<file path="src/rtl/fft_ctrl_pkg.sv">
// Shared contract for the R16 FFT sequencer: state codes and bus widths that
// every stage-delay tap and address generator decodes.
package fft_ctrl_pkg;

  localparam int S_WIDTH_DEF  = 4;
  localparam int SC_WIDTH_DEF = 3;

  localparam logic [3:0] ST_IDLE    = 4'd0;
  localparam logic [3:0] ST_LOAD    = 4'd1;
  localparam logic [3:0] ST_COMPUTE = 4'd5;
  localparam logic [3:0] ST_DRAIN   = 4'd6;
  localparam logic [3:0] ST_NEXT    = 4'd7;
  localparam logic [3:0] ST_UNLOAD  = 4'd8;
  localparam logic [3:0] ST_DONE    = 4'd9;

  typedef enum logic [3:0] {
    FSM_IDLE    = ST_IDLE,
    FSM_LOAD    = ST_LOAD,
    FSM_COMPUTE = ST_COMPUTE,
    FSM_DRAIN   = ST_DRAIN,
    FSM_NEXT    = ST_NEXT,
    FSM_UNLOAD  = ST_UNLOAD,
    FSM_DONE    = ST_DONE
  } fsm_e;

  // Taps count only while the datapath is busy on a stage (codes 5/6).
  function automatic logic stage_active(input logic [3:0] st);
    return (st == ST_COMPUTE) || (st == ST_DRAIN);
  endfunction

endpackage

</file>
<file path="src/rtl/phase_cnt.sv">
// Phase counter: enable, synchronous clear (wins over enable) and a
// terminal-count flag against a runtime limit.
module phase_cnt #(
  parameter int CNT_WIDTH = 11
) (
  input  logic                 clk,
  input  logic                 rst,
  input  logic                 en_i,
  input  logic                 clr_i,
  input  logic [CNT_WIDTH-1:0] limit_i,
  output logic [CNT_WIDTH-1:0] cnt_o,
  output logic                 tc_o
);

  logic [CNT_WIDTH-1:0] cnt_q, cnt_d;

  always_comb begin
    cnt_d = cnt_q;
    if (clr_i)     cnt_d = '0;
    else if (en_i) cnt_d = cnt_q + CNT_WIDTH'(1);
  end

  always_ff @(posedge clk) begin
    if (rst) cnt_q <= '0;
    else     cnt_q <= cnt_d;
  end

  assign cnt_o = cnt_q;
  assign tc_o  = (cnt_q == limit_i);

endmodule

</file>
<file path="src/rtl/fft_stage_ctrl.sv">
// Sequencer for the R16 FFT datapath: LOAD, then COMPUTE/DRAIN per stage with a
// one-cycle NEXT gap between stages, then UNLOAD and a one-cycle DONE.
module fft_stage_ctrl
  import fft_ctrl_pkg::*;
#(
  parameter int S_WIDTH      = S_WIDTH_DEF,
  parameter int SC_WIDTH     = SC_WIDTH_DEF,
  parameter int NUM_STAGES   = 4,
  parameter int LOAD_CYCLES  = 1024,
  parameter int STAGE_CYCLES = 1024,
  parameter int DRAIN_CYCLES = 56,
  parameter int CNT_WIDTH    = 11
) (
  input  logic                 clk,
  input  logic                 rst,
  input  logic                 start,
  input  logic                 in_valid,
  input  logic                 out_ready,
  output logic [S_WIDTH-1:0]   state,
  output logic [SC_WIDTH-1:0]  stage,
  output logic [CNT_WIDTH-1:0] cyc_cnt,
  output logic                 busy,
  output logic                 done
);

  localparam logic [CNT_WIDTH-1:0] LOAD_LIM  = CNT_WIDTH'(LOAD_CYCLES - 1);
  localparam logic [CNT_WIDTH-1:0] STAGE_LIM = CNT_WIDTH'(STAGE_CYCLES - 1);
  localparam logic [CNT_WIDTH-1:0] DRAIN_LIM = CNT_WIDTH'(DRAIN_CYCLES - 1);
  localparam logic [SC_WIDTH-1:0]  LAST_STG  = SC_WIDTH'(NUM_STAGES - 1);

  fsm_e                 state_q;
  logic [SC_WIDTH-1:0]  stage_q;
  logic                 cnt_en, cnt_clr, cnt_tc;
  logic [CNT_WIDTH-1:0] cnt_lim;

  // The counter wraps to 0 on the same edge the FSM leaves a timed phase.
  // UNLOAD deliberately keeps counting on its last beat; DONE clears it.
  always_comb begin
    cnt_en  = 1'b0;
    cnt_clr = 1'b0;
    cnt_lim = LOAD_LIM;
    case (state_q)
      FSM_IDLE:    cnt_clr = start;
      FSM_LOAD: begin
        cnt_en  = in_valid & ~cnt_tc;
        cnt_clr = in_valid & cnt_tc;
      end
      FSM_COMPUTE: begin
        cnt_lim = STAGE_LIM;
        cnt_en  = ~cnt_tc;
        cnt_clr = cnt_tc;
      end
      FSM_DRAIN: begin
        cnt_lim = DRAIN_LIM;
        cnt_en  = ~cnt_tc;
        cnt_clr = cnt_tc;
      end
      FSM_NEXT: begin
        cnt_en = 1'b0;
      end
      FSM_UNLOAD:  cnt_en  = out_ready;
      FSM_DONE:    cnt_clr = 1'b1;
      default:     cnt_clr = 1'b1;
    endcase
  end

  phase_cnt #(.CNT_WIDTH(CNT_WIDTH)) u_cnt (
    .clk     (clk),
    .rst     (rst),
    .en_i    (cnt_en),
    .clr_i   (cnt_clr),
    .limit_i (cnt_lim),
    .cnt_o   (cyc_cnt),
    .tc_o    (cnt_tc)
  );

  always_ff @(posedge clk) begin
    if (rst) begin
      state_q <= FSM_IDLE;
      stage_q <= '0;
    end else begin
      case (state_q)
        FSM_IDLE: if (start) begin
          state_q <= FSM_LOAD;
          stage_q <= '0;
        end
        FSM_LOAD:    if (in_valid && cnt_tc) state_q <= FSM_COMPUTE;
        FSM_COMPUTE: if (cnt_tc) state_q <= FSM_DRAIN;
        FSM_DRAIN:   if (cnt_tc) state_q <= (stage_q == LAST_STG) ? FSM_UNLOAD : FSM_NEXT;
        // Stage advances only here, so it is stable across each COMPUTE+DRAIN span.
        FSM_NEXT: begin
          state_q <= FSM_COMPUTE;
          stage_q <= stage_q + SC_WIDTH'(1);
        end
        FSM_UNLOAD:  if (out_ready && cnt_tc) state_q <= FSM_DONE;
        FSM_DONE:    state_q <= FSM_IDLE;
        default:     state_q <= FSM_IDLE;
      endcase
    end
  end

  assign state = S_WIDTH'(state_q);
  assign stage = stage_q;
  assign busy  = (state_q != FSM_IDLE);
  assign done  = (state_q == FSM_DONE);

endmodule

</file>
<file path="config.mk">
export PLATFORM = sky130hd
export DESIGN_NAME = fft_stage_ctrl
export DESIGN_NICKNAME = d
export VERILOG_FILES = /design/src/rtl/fft_ctrl_pkg.sv /design/src/rtl/phase_cnt.sv /design/src/rtl/fft_stage_ctrl.sv
export SDC_FILE = /design/constraint.sdc
export NUM_CORES = 1
export LEC_CHECK = 0
export ABC_AREA = 1
export CAP_MARGIN = 20
export CORE_MARGIN = 3
export CORE_UTILIZATION = 40
export DETAILED_ROUTE_END_ITERATION = 10
export PLACE_DENSITY = 0.71
export SLEW_MARGIN = 0
export SYNTH_ARGS = -nofsm -noshare
export SYNTH_HDL_FRONTEND = slang
export SYNTH_SLANG_ARGS = --single-unit
</file>
<file path="constraint.sdc">
create_clock -name clk -period 1.7 [get_ports clk]
set_clock_uncertainty 0.1 [all_clocks]
set_input_delay 0.17 -clock clk [delete_from_list [all_inputs] [get_ports clk]]
set_output_delay 0.17 -clock clk [all_outputs]
set_load 0.01 [all_outputs]
</file>
; Word level (Yosys, flattened, before mapping)
; Cells that the tools add are included.
[totals]
ram_bits = 0
input_bits = 5
out_inout_bits = 20
word_cells = 43
latch_bits = 0
romBits = 0
mem_count = 0
ff_bits = 18
[classes]
add_sub_neg = 2
n_lt_le_gt_ge = 0
shifts = 0
n_reduce_logical = 10
muxes = 12
eq_ne = 13
mul = 0
div = 0
n_bitwise = 3
[ops]
columns = op, count
row1 = 2-to-1 mux 4 bit, 6
row2 = one-hot mux 4 bit (6 select lines), 1
row3 = == test 4 x 3 -> 1 bit (second input constant), 3
row4 = adder 11 x 1 -> 11 bit (second input constant), 1
row5 = == test 11 x 10 -> 1 bit, 1
row6 = 2-to-1 mux 10 bit, 1
row7 = inequality test 2 bit (second input constant), 5
row8 = == test 4 bit (second input constant), 2
row9 = one-hot mux 3 bit (2 select lines), 1
row10 = OR reduction 2 bit, 3
row11 = AND reduction 5 bit, 1
row12 = == test 4 x 1 -> 1 bit (second input constant), 1
row13 = zero test 4 bit, 1
row14 = one-hot mux 1 bit (4 select lines), 1
row15 = nonzero test 4 bit, 1
row16 = adder 3 x 1 -> 3 bit (second input constant), 1
row17 = == test 3 x 2 -> 1 bit (second input constant), 1
row18 = 2-to-1 mux 3 bit, 1
row19 = one-hot mux 1 bit (3 select lines), 1
row20 = AND 1 bit, 2
row21 = logical AND 1 bit, 2
row22 = AND reduction 2 bit, 1
row23 = nonzero test 2 bit, 1
row24 = inverter 1 bit, 1

; Logic depth before layout (Yosys ltp)
; Gate-level depths: netlist of run 1.
[logic_depth]
ltp_word = 6
depth_mapped = 10
mapped_depth_nobuf = 10

; By module
; A second synthesis of run 1 with hierarchy kept.
[unflattened]
hier_cells = 194
hier_area_um2 = 1239.9
[by_module_without_submodules]
columns = module, seq_area_each_um2, cells_per_inst, area_each_um2, instances
row1 = phase_cnt, 220.2, 107, 701.9, 1
row2 = fft_stage_ctrl, 140.1, 87, 538.0, 1

; Worst setup path after synthesis of run 1
; OpenSTA, ideal clock, no wires.
[synth_path]
path_kind = register to register
from = register u_cnt.cnt_q[0] (netlist: u_cnt.cnt_o[0])
to = register u_cnt.cnt_q[8] (netlist: u_cnt.cnt_o[8])
period_less_slack_ps = 1616
setup_time_ps = 118
path_stages_with_launch = 10
required_time_ps = 1482
setup_slack_ps = 84
arrival_ps = 1398
path_buffers = 1
cell_sequence = dfxtp_1 > ha_1 > nand3_1 > nor2_1 > nand3_2 > nand2_2 > nand2_2 > buf_4 > nand2_1 > a21oi_2
[synth_between]
elab_chain_cells = 4
elab_cells_between_ends = 8
classes_between = add/sub: 1 / eq/ne: 1 / mux: 2 / bitwise: 3 / reduce/logical: 1
[synth_lines]
columns = element, line_no
row1 = start: declaration, phase_cnt.sv:15  ; logic [CNT_WIDTH-1:0] cnt_q, cnt_d;
row2 = start signal: assignment, phase_cnt.sv:25  ; else cnt_q <= cnt_d;
row3 = == test 11 x 10 -> 1 bit, phase_cnt.sv:29  ; assign tc_o = (cnt_q == limit_i);
row4 = AND 1 bit or inverter 1 bit (tied branches), n/a
row5 = one-hot mux 1 bit (4 select lines) or AND 1 bit (tied branches), "fft_stage_ctrl.sv:42, fft_stage_ctrl.sv:45"
row6 = OR reduction 2 bit (no source line) or one-hot mux 1 bit (3 select lines) (tied branches), n/a
; Parallel ways exist; a longest one is shown, timed or not.
; A chain may end at the register's enable or synchronous reset.

; Worst setup path in the final report of run 1
[layout_path]
from = register u_cnt.cnt_q[0] (netlist: u_cnt.cnt_o[0])
to = output port cyc_cnt[0]
[layout_lines]
columns = element, line_no
row1 = end: declaration, fft_stage_ctrl.sv:21  ; output logic [CNT_WIDTH-1:0] cyc_cnt,
; No word-level cell between the ends.

==> results of run 1 <==
-- worst min-delay path, cell delays in order (launching register included) --
cell	delay, ns
dfxtp_1	0.34
nand2_1	0.06
a21oi_1	0.05
-- power groups by stage --
stage	clock network, W	registers [W]	logic [W]
finish	0.000269	0.000530	0.000883
global route	0.000294	0.000536	0.000998
detailed placement	0	0.000517	0.000855
CTS	0.000280	0.000513	0.000861
global placement	0	0.000518	0.000852
floorplan	0	0.000533	0.000568
-- cell families after synthesis --
family / Yosys count / synth area share [%]
AOI/OAI and AO/OA: 21 / 12.0
xor gates and xnor gates: 8 / 5.76
adders and majority gates: 3 / 3.09
buffers and inverters: 26 / 9.46
DFF: 18 / 29.6
and+or+nand+nor: 108 / 40.0
-- routing by layer --
layer  part of all wire (%)  up-vias  global-route usage [%]  routed length (µm)
li1                       -      656                       -                   -
met2                     48       28                    29.8                1300
met4                   0.77        0                    3.72                  21
met1                     47      554                    20.6                1290
met5                      0        -                       0                   0
met3                    4.2        2                    3.77                 115
-- sequential cells by signal (all words and copies together), names as in the netlist --
name         flops
u_cnt.cnt_o     11
stage            3
state            4
-- stage by stage --
step / cell area (µm²) / cells
after floorplan: 1220 / 184
after global placement: 1550 / 244
after detailed placement: 1550 / 244
after CTS: 1590 / 248
after global routing: 1630 / 248
final: 1630 / 248
-- worst max-delay path by stage --
stage	start	cells after the start	slack, ns	to
finish	u_cnt.cnt_o[0]	2	0.09	cyc_cnt[0]
global route	state[1]	10	-0.004	u_cnt.cnt_o[1]
CTS	state[0]	3	-0.08	busy
detailed placement	state[2]	8	0.04	u_cnt.cnt_o[1]
global placement	state[0]	8	0.06	state[0]
floorplan	u_cnt.cnt_o[0]	9	0.08	u_cnt.cnt_o[8]
-- cells in the final DEF, fill, tap and decap left out, types with 4 or more instances in the layout --
cell	count
clkdlybuf4s50_1	22
nor2_1	17
buf_4	8
a21oi_2	10
o21ai_0	4
nand2_1	45
nand3_1	23
nor3_1	4
nor2_2	6
nand2_2	4
dfxtp_1	11
xor2_1	7
inv_1	18
dfxtp_2	5
a21oi_1	5
-- layout make-up --
type | instances | area [µm²]
Clock buffer | 4 | 36.3
Fill cell | 279 | 1200
Inverter | 21 | 78.8
Multi-Input combinational cell | 140 | 767
Sequential cell | 18 | 374
Tap cell | 31 | 38.8
Timing Repair Buffer | 34 | 333
-- repair_timing --
| action | 4_1_cts | 5_1_grt |
|---|---|---|
| pin swaps | 0 | 0 |
| setup endpoints to repair | 2 | 17 |
| cloned | 0 | 0 |
| resized for setup | 3 | 17 |
==> flow_summary.yaml, run 1 <==
status:
  status: "finished clean"
clocking:
  cts_tree: "yes"
  h-tree-depth: 1
  numCtsBuffers: 3
  clk_pin_slew_ns: 0.11
  root_buffer: "clkbuf_4"
  cts_hold_buf: 0
  cts_setup_buffers: 0
  clk_path_buf_depth: 2
  clk_latency_ns: 0.30
  cts_sinks: 18
critical_path:
  rr_startpoint: "u_cnt.cnt_o[0]"
  rrSetupSlack_ns: 0.13
  crit_path_end_kind: "output port"
  worstPathMaxFanout: 6
  worst-path-buf-inv: 2
  required_ns: 1.43
  crit_slowest_cell: "clkdlybuf4s50_1"
  cp_top_family: "buffers and inverters"
  reg2reg_depth: 8
  start_kind: "register"
  cp_cell_sequence: "buf_4, clkdlybuf4s50_1"
  max_stage_delay_ns: 0.54
  r2r-end: "u_cnt.cnt_o[6]"
  worst_ep_arrival_time_ns: 1.34
  path_class: "reg -> out"
synthesis:
  synth_cells: 184
  syn_nets: 192
  ys_async_sr_fraction_pct: 0
  ys_types: 25
  synth_enable_flop_cells: 0
  yosysWarningCount: 0
  synth_top_area_share_pct: 29.6
  netlist_area_um2: 1220
  synth_seq_cells: 18
  synth_ff_type: "dfxtp_1"
  yosysMostFrequentCell: "nand2_1"
  ys_seq_area_share_pct: 29.6
  syn_area_per_cell_um2: 6.61
  yosysTopAreaCell: "dfxtp_1"
  ys_top_cells_by_area: "dfxtp_1 30%, nand2_1 14%, nand3_1 9.5%"
  synth_common_cells: "46 x nand2_1, 23 x nand3_1, 20 x nor2_1, 18 x dfxtp_1, 18 x inv_1"
cells_and_area:
  antenna_cells: 0
  synthToLayoutAreaGrowth_pct: 33.8
  layout.nets: 226
  drive_gt1_share_pct: 24.0
  final_util_pct: 57.5
timing:
  maxSlewHeadroom_pct: 79.1
  setup_viol: 0
  fin_crit_sh_pct: 94.7
  drv_slew: 0
  max_slew.worst_pin.slew_ns: 0.311
  fin_crit_ns: 1.61
  hold-worst-slack_ns: 0.384
  hold_viol: 0
  worst_slack_ns: 0.0903
  fmax_mhz: 621
  fin_tns_setup_ns: 0
die:
  die_area_um2: 3740
  core_um2: 2830
  fp-row-count: 19
  die_width_um: 61.1
  io_pins: 25
  start_util_pct: 43.0
  die_h_um: 61.1
power:
  ir_drop_mv: 0.687
  p_int_w: 0.000959
  p_per_area_nw_per_um2: 1030
  swShare_pct: 43.0
  cellLeakagePower_nw: 0.624
  power_frac_clock_pct: 16.0
  switching_power_w: 0.000723
  seqPwrFrac_pct: 31.5
  total_power_w: 0.00168
  pwr-share-comb_pct: 52.5
global_routing:
  grt_pass1_vias: 1173
  antenna_found_initial: 0
  grt_overflow_total: 0
  grt_pass1_wl_um: 4840
  grt_max_degree: 12
  grt_usage_pct: 16.8
worst_hold_path:
  hold_end: "stage[2]"
  min-delay-start: "stage[2]"
  whs_path_depth: 2
  hp-class: "reg -> reg"
job:
  max-cap-violations: 0
drt:
  firstDrtPassIters: 4
  vias: 1240
  drt_iter0_markers: 65
  viasPerCell: 5.00
  route.detailed.drc: 0
  final_antenna_net_count: 0
  wl_per_cell_um: 11.0
  routed_wl_um: 2730
place:
  dp_slack_ns: 0.0421
  dp_hpwl_um: 2160
  portBuffers: 24
  gp_congestion: 0.884
(Power assumes the default switching activity.)
==> run 2: changes to the inputs <==
--- a/config.mk
+++ b/config.mk
@@ -7,10 +7,12 @@
 export LEC_CHECK = 0
 export ABC_AREA = 1
 export CAP_MARGIN = 20
+export CORE_ASPECT_RATIO = 1.2
 export CORE_MARGIN = 3
 export CORE_UTILIZATION = 40
 export DETAILED_ROUTE_END_ITERATION = 10
 export PLACE_DENSITY = 0.71
+export REMOVE_ABC_BUFFERS = 1
 export SLEW_MARGIN = 0
 export SYNTH_ARGS = -nofsm -noshare
 export SYNTH_HDL_FRONTEND = slang
==> run 2 against run 1 <==
Net effect: combinational power increased by 7.0%; maximum frequency decreased by 0.20%; total power increased by 3.3%; cell area increased by 4.5%; non-clock buffer count increased by 6; global-route usage increased by 0.19 points; clock power about the same; die area about the same; count of clock-buffer cells in the layout unchanged; via count increased by 2.8%; critical endpoint is now busy.
==> flow_summary.yaml, run 2 (synthesis gave the netlist of run 1 again) <==
global_routing:
  grt_pass1_wl_um: 5090
  grt_util_met1_pct: 17.4
  grt_pass1_vias: 1266
  grt_max_degree: 12
  top_usage_layer: "met2"
  grt_overflow_total: 0
  grt_usage_pct: 17.0
  grt_util_met3_pct: 2.73
  antenna_found_initial: 0
  gr-usage-met2_pct: 33.6
drt:
  route.detailed.drc: 0
  firstDrtPassIters: 5
  drt_iter0_markers: 27
  final_antenna_net_count: 0
  wl_per_cell_um: 11.7
  vias: 1275
  viasPerCell: 4.96
  routed_wl_um: 3010
critical_path:
  rr_startpoint: "state[3]"
  cp_top_family: "flip-flops"
  path_class: "reg -> out"
  crit_slowest_cell: "dfxtp_2"
  reg2reg_depth: 10
  rrSetupSlack_ns: 0.11
  cp_cell_sequence: "nor2_2, nand2_1, dlygate4sd2_1"
  worstPathMaxFanout: 5
  crit_path_end_kind: "output port"
  worst_ep_arrival_time_ns: 1.34
  worst-path-buf-inv: 1
  max_stage_delay_ns: 0.37
  required_ns: 1.43
  r2r-end: "u_cnt.cnt_o[0]"
  start_kind: "register"
power:
  total_power_w: 0.00174
  ir_drop_mv: 0.995
  cellLeakagePower_nw: 0.646
  p_per_area_nw_per_um2: 1020
clocking:
  cts_tree: "yes"
  cts_hold_buf: 0
  clk_pin_slew_ns: 0.11
  clk_latency_ns: 0.29
  cts_sinks: 18
  numCtsBuffers: 3
  h-tree-depth: 1
  clk_path_buf_depth: 2
  root_buffer: "clkbuf_4"
cells_and_area:
  final_util_pct: 60.0
  layout.nets: 232
  stdcell_area_um2: 1700
  drive_gt1_share_pct: 26.9
  fin_cells: 257
  layout_common_cells: "45 x nand2_1, 23 x nand3_1, 22 x clkdlybuf4s50_1"
  synthToLayoutAreaGrowth_pct: 39.9
  antenna_cells: 0
  fillCellCount: 263
  final_common_cell: "nand2_1"
  largest_register_ffs: 11
worst_hold_path:
  whs_path_depth: 2
  hold_end: "stage[1]"
  hp-class: "reg -> reg"
  min-delay-start: "stage[1]"
place:
  dp_hpwl_um: 2330
  portBuffers: 24
  place_area_um2: 1560
  dp_cells: 250
  gp_congestion: 0.910
die:
  die_area_um2: 3740
  core_um2: 2840
  die_h_um: 66.4
  io_pins: 25
  fp-row-count: 21
  die_width_um: 56.3
  start_util_pct: 42.9
timing:
  rsz0062_at_grt: "no"
  drv_slew: 0
  hold_viol: 0
  maxSlewHeadroom_pct: 81.8
  fin_crit_ns: 1.61
  fmax_mhz: 620
  max_slew.worst_pin.slew_ns: 0.270
  setup_viol: 0
  fin_tns_setup_ns: 0
  fin_crit_sh_pct: 94.9
job:
  max-cap-violations: 0
status:
  status: "finished clean"
-- run 2: worst reg2reg max path, cell delays in order (launching register included) --
cell     delay (ns)
dfxtp_2        0.35
inv_2          0.11
nand2_2        0.11
nor2_4         0.13
nand2_1        0.10
nand3_4        0.12
nand2_4        0.07
buf_12         0.14
nand2_8        0.08
nand2_1        0.08
a21oi_2        0.14
-- run 2: cell type report --
cell class,count,area (µm²),area share (%)
clock buffer,4,36.3,2.13
inverter,21,78.8,4.63
timing repair buffer,40,370,21.8
sequential,18,375,22.1
tap,34,42.5,2.50
multi-input combinational,140,798,46.9
-- run 2: repair_timing --
action | 4_1_cts | 5_1_grt
setup buffers | 0 | 3
setup endpoints to repair | 2 | 14
pin swaps | 0 | 3
resized for setup | 6 | 19
-- run 2: power breakdown --
part,leakage (nW),internal (W),switching (W)
clock,0.0210,0.000130,0.000141
sequential,0.150,0.000465,0.0000558
combinational,0.476,0.000378,0.000567
total,0.646,0.000974,0.000763
-- run 2: worst max path at each step --
stage	startpoint	depth (start not counted)	to
6_report	state[0]	3	busy
5_1_grt	state[3]	10	u_cnt.cnt_o[6]
4_1_cts	u_cnt.cnt_o[0]	8	u_cnt.cnt_o[6]
3_5_place_dp	state[2]	8	u_cnt.cnt_o[0]
3_3_place_gp	state[2]	8	u_cnt.cnt_o[4]
2_1_floorplan	u_cnt.cnt_o[0]	6	u_cnt.cnt_o[1]
-- run 2: per-stage QoR --
stage	hold slack (ns)	setup slack [ns]
final	0.383	0.0870
after global routing	0.415	0.00129
after CTS	0.388	0.0385
after detailed placement	0.371	0.0435
after global placement	0.368	0.0229
after floorplan	0.139	-0.347
-- run 2: routing by layer --
| metal | vias up | part of all wire [%] |
|---|---|---|
| met2 | 35 | 51 |
| met4 | 0 | 2.4 |
| met1 | 564 | 42 |
| met3 | 8 | 4.5 |
| met5 | - | 0 |
| li1 | 668 | - |
==> run 3: changes to the inputs <==
--- a/config.mk
+++ b/config.mk
@@ -8,10 +8,11 @@
 export ABC_AREA = 1
 export CAP_MARGIN = 20
 export CORE_ASPECT_RATIO = 1.2
-export CORE_MARGIN = 3
+export CORE_MARGIN = 1
 export CORE_UTILIZATION = 40
 export DETAILED_ROUTE_END_ITERATION = 10
 export PLACE_DENSITY = 0.71
+export RECOVER_POWER = 50
 export REMOVE_ABC_BUFFERS = 1
 export SLEW_MARGIN = 0
 export SYNTH_ARGS = -nofsm -noshare
==> run 3 against run 2 <==
Net effect: sequential share of layout area grew 1.2 points; cell area fell by 6.0%; non-clock buffer count is 7 lower; worst hold slack improved by 0.0015 ns; clock power down 22%; final cell count decreased by 3.1%; register-to-register slack improved by 0.04 ns; wire length shrank 9.1%; maximum frequency down 0.46%; first-iteration DRC count fell by 15%; core utilization fell by 3.6 points.
==> flow_summary.yaml, run 3 (synthesis gave the netlist of run 1 again) <==
power:
  ir_drop_mv: 0.929
  p_per_area_nw_per_um2: 988
  cellLeakagePower_nw: 0.635
global_routing:
  grt_pass1_wl_um: 4740
  grt_pass1_vias: 1148
  grt_max_degree: 12
  grt_overflow_total: 0
  antenna_found_initial: 0
  grt_usage_pct: 18.5
cells_and_area:
  antenna_cells: 0
  drive_gt1_share_pct: 20.9
  layout_common_cells: "46 x nand2_1, 23 x nand3_1, 19 x nor2_1"
  synthToLayoutAreaGrowth_pct: 31.6
  final_common_cell: "nand2_1"
  fin_cells: 249
  layout.nets: 225
  fillCellCount: 275
  largest_register_ffs: 11
  final_util_pct: 56.4
critical_path:
  path_class: "reg -> out"
  required_ns: 1.43
  worst_ep_arrival_time_ns: 1.35
  cp_cell_sequence: "buf_4, clkdlybuf4s50_1"
  worst-path-buf-inv: 2
  crit_path_end_kind: "output port"
  max_stage_delay_ns: 0.53
  start_kind: "register"
  crit_slowest_cell: "clkdlybuf4s50_1"
  cp_top_family: "buffers and inverters"
  worstPathMaxFanout: 4
timing:
  setup_viol: 0
  drv_slew: 0
  fin_crit_ns: 1.62
  hold_viol: 0
  maxSlewHeadroom_pct: 81.9
  hold-worst-slack_ns: 0.384
  fin_crit_sh_pct: 95.3
  fmax_mhz: 617
  max_slew.worst_pin.slew_ns: 0.269
clocking:
  h-tree-depth: 1
  clk_path_buf_depth: 2
  numCtsBuffers: 3
  cts_sinks: 18
  root_buffer: "clkbuf_4"
  cts_tree: "yes"
  clk_pin_slew_ns: 0.10
  clk_latency_ns: 0.29
die:
  die_area_um2: 3270
  die_width_um: 52.3
  io_pins: 25
  die_h_um: 62.4
  fp-row-count: 21
  start_util_pct: 42.9
  core_um2: 2840
status:
  status: "finished clean"
place:
  dp_hpwl_um: 2080
  gp_congestion: 0.836
  portBuffers: 24
  dp_cells: 246
drt:
  vias: 1222
  routed_wl_um: 2740
  route.detailed.drc: 0
  wl_per_cell_um: 11.0
  drt_iter0_markers: 23
  firstDrtPassIters: 4
  final_antenna_net_count: 0
  viasPerCell: 4.91
job:
  max-cap-violations: 0
worst_hold_path:
  hp-class: "reg -> reg"
==> run 3: path summary, 6_finish.rpt <==
kind,to,startpoint,cells past startpoint,slack (ns)
worst max-delay path,cyc_cnt[6],u_cnt.cnt_o[6],2,0.08
worst min-delay path,stage[2],stage[2],2,0.38
worst max register to register,u_cnt.cnt_o[1],state[1],9,0.15
worst min register to register,stage[2],stage[2],2,0.38
==> run 3: area by class of cell <==
class                      count  area, µm²  share of cell area, %
clock buffer                   3       22.5                   1.41
timing repair buffer          33        318                   19.9
inverter                      21       78.8                   4.93
tap                           34       42.5                   2.66
multi-input combinational    140        766                   47.9
sequential                    18        373                   23.3
==> run 3: timing repair <==
item	4_1_cts	5_1_grt
setup buffers	0	0
hold buffers	0	0
cloned	0	0
endpoints found under the setup margin	2	14
resized for setup	8	8
==> run 3: worst register-to-register path: stages, from the launching register on <==
cell	delay, ns
dfxtp_4	0.38
inv_1	0.08
nand2_2	0.08
nor2_4	0.15
inv_2	0.05
o21ai_2	0.14
inv_1	0.06
o21ai_1	0.12
buf_4	0.23
a21oi_1	0.06
==> run 3: metal layers <==
metal | vias up | share of wire [%] | GRT usage, % | wire (µm)
met2 | 22 | 52 | 32.4 | 1430
met5 | - | 0 | 0 | 0
met1 | 539 | 44 | 23.0 | 1200
met4 | 0 | 0.55 | 4.93 | 15
met3 | 2 | 3.5 | 2.43 | 96
li1 | 659 | - | - | -
==> run 3: where the power goes <==
group          internal (W)  switching, W
clock             0.0000822      0.000128
sequential         0.000471     0.0000584
combinational      0.000323      0.000518
total              0.000876      0.000705
==> run 3: metrics by stage <==
stage               power, W  area [µm²]  setup WS (ns)  TNS [ns]
finish               0.00158        1600         0.0795         0
global route         0.00172        1600        -0.0307   -0.0479
CTS                  0.00158        1580         0.0589         0
detailed placement   0.00136        1540          0.101         0
global placement     0.00136        1540         0.0730         0
floorplan            0.00105        1180         -0.347     -3.34
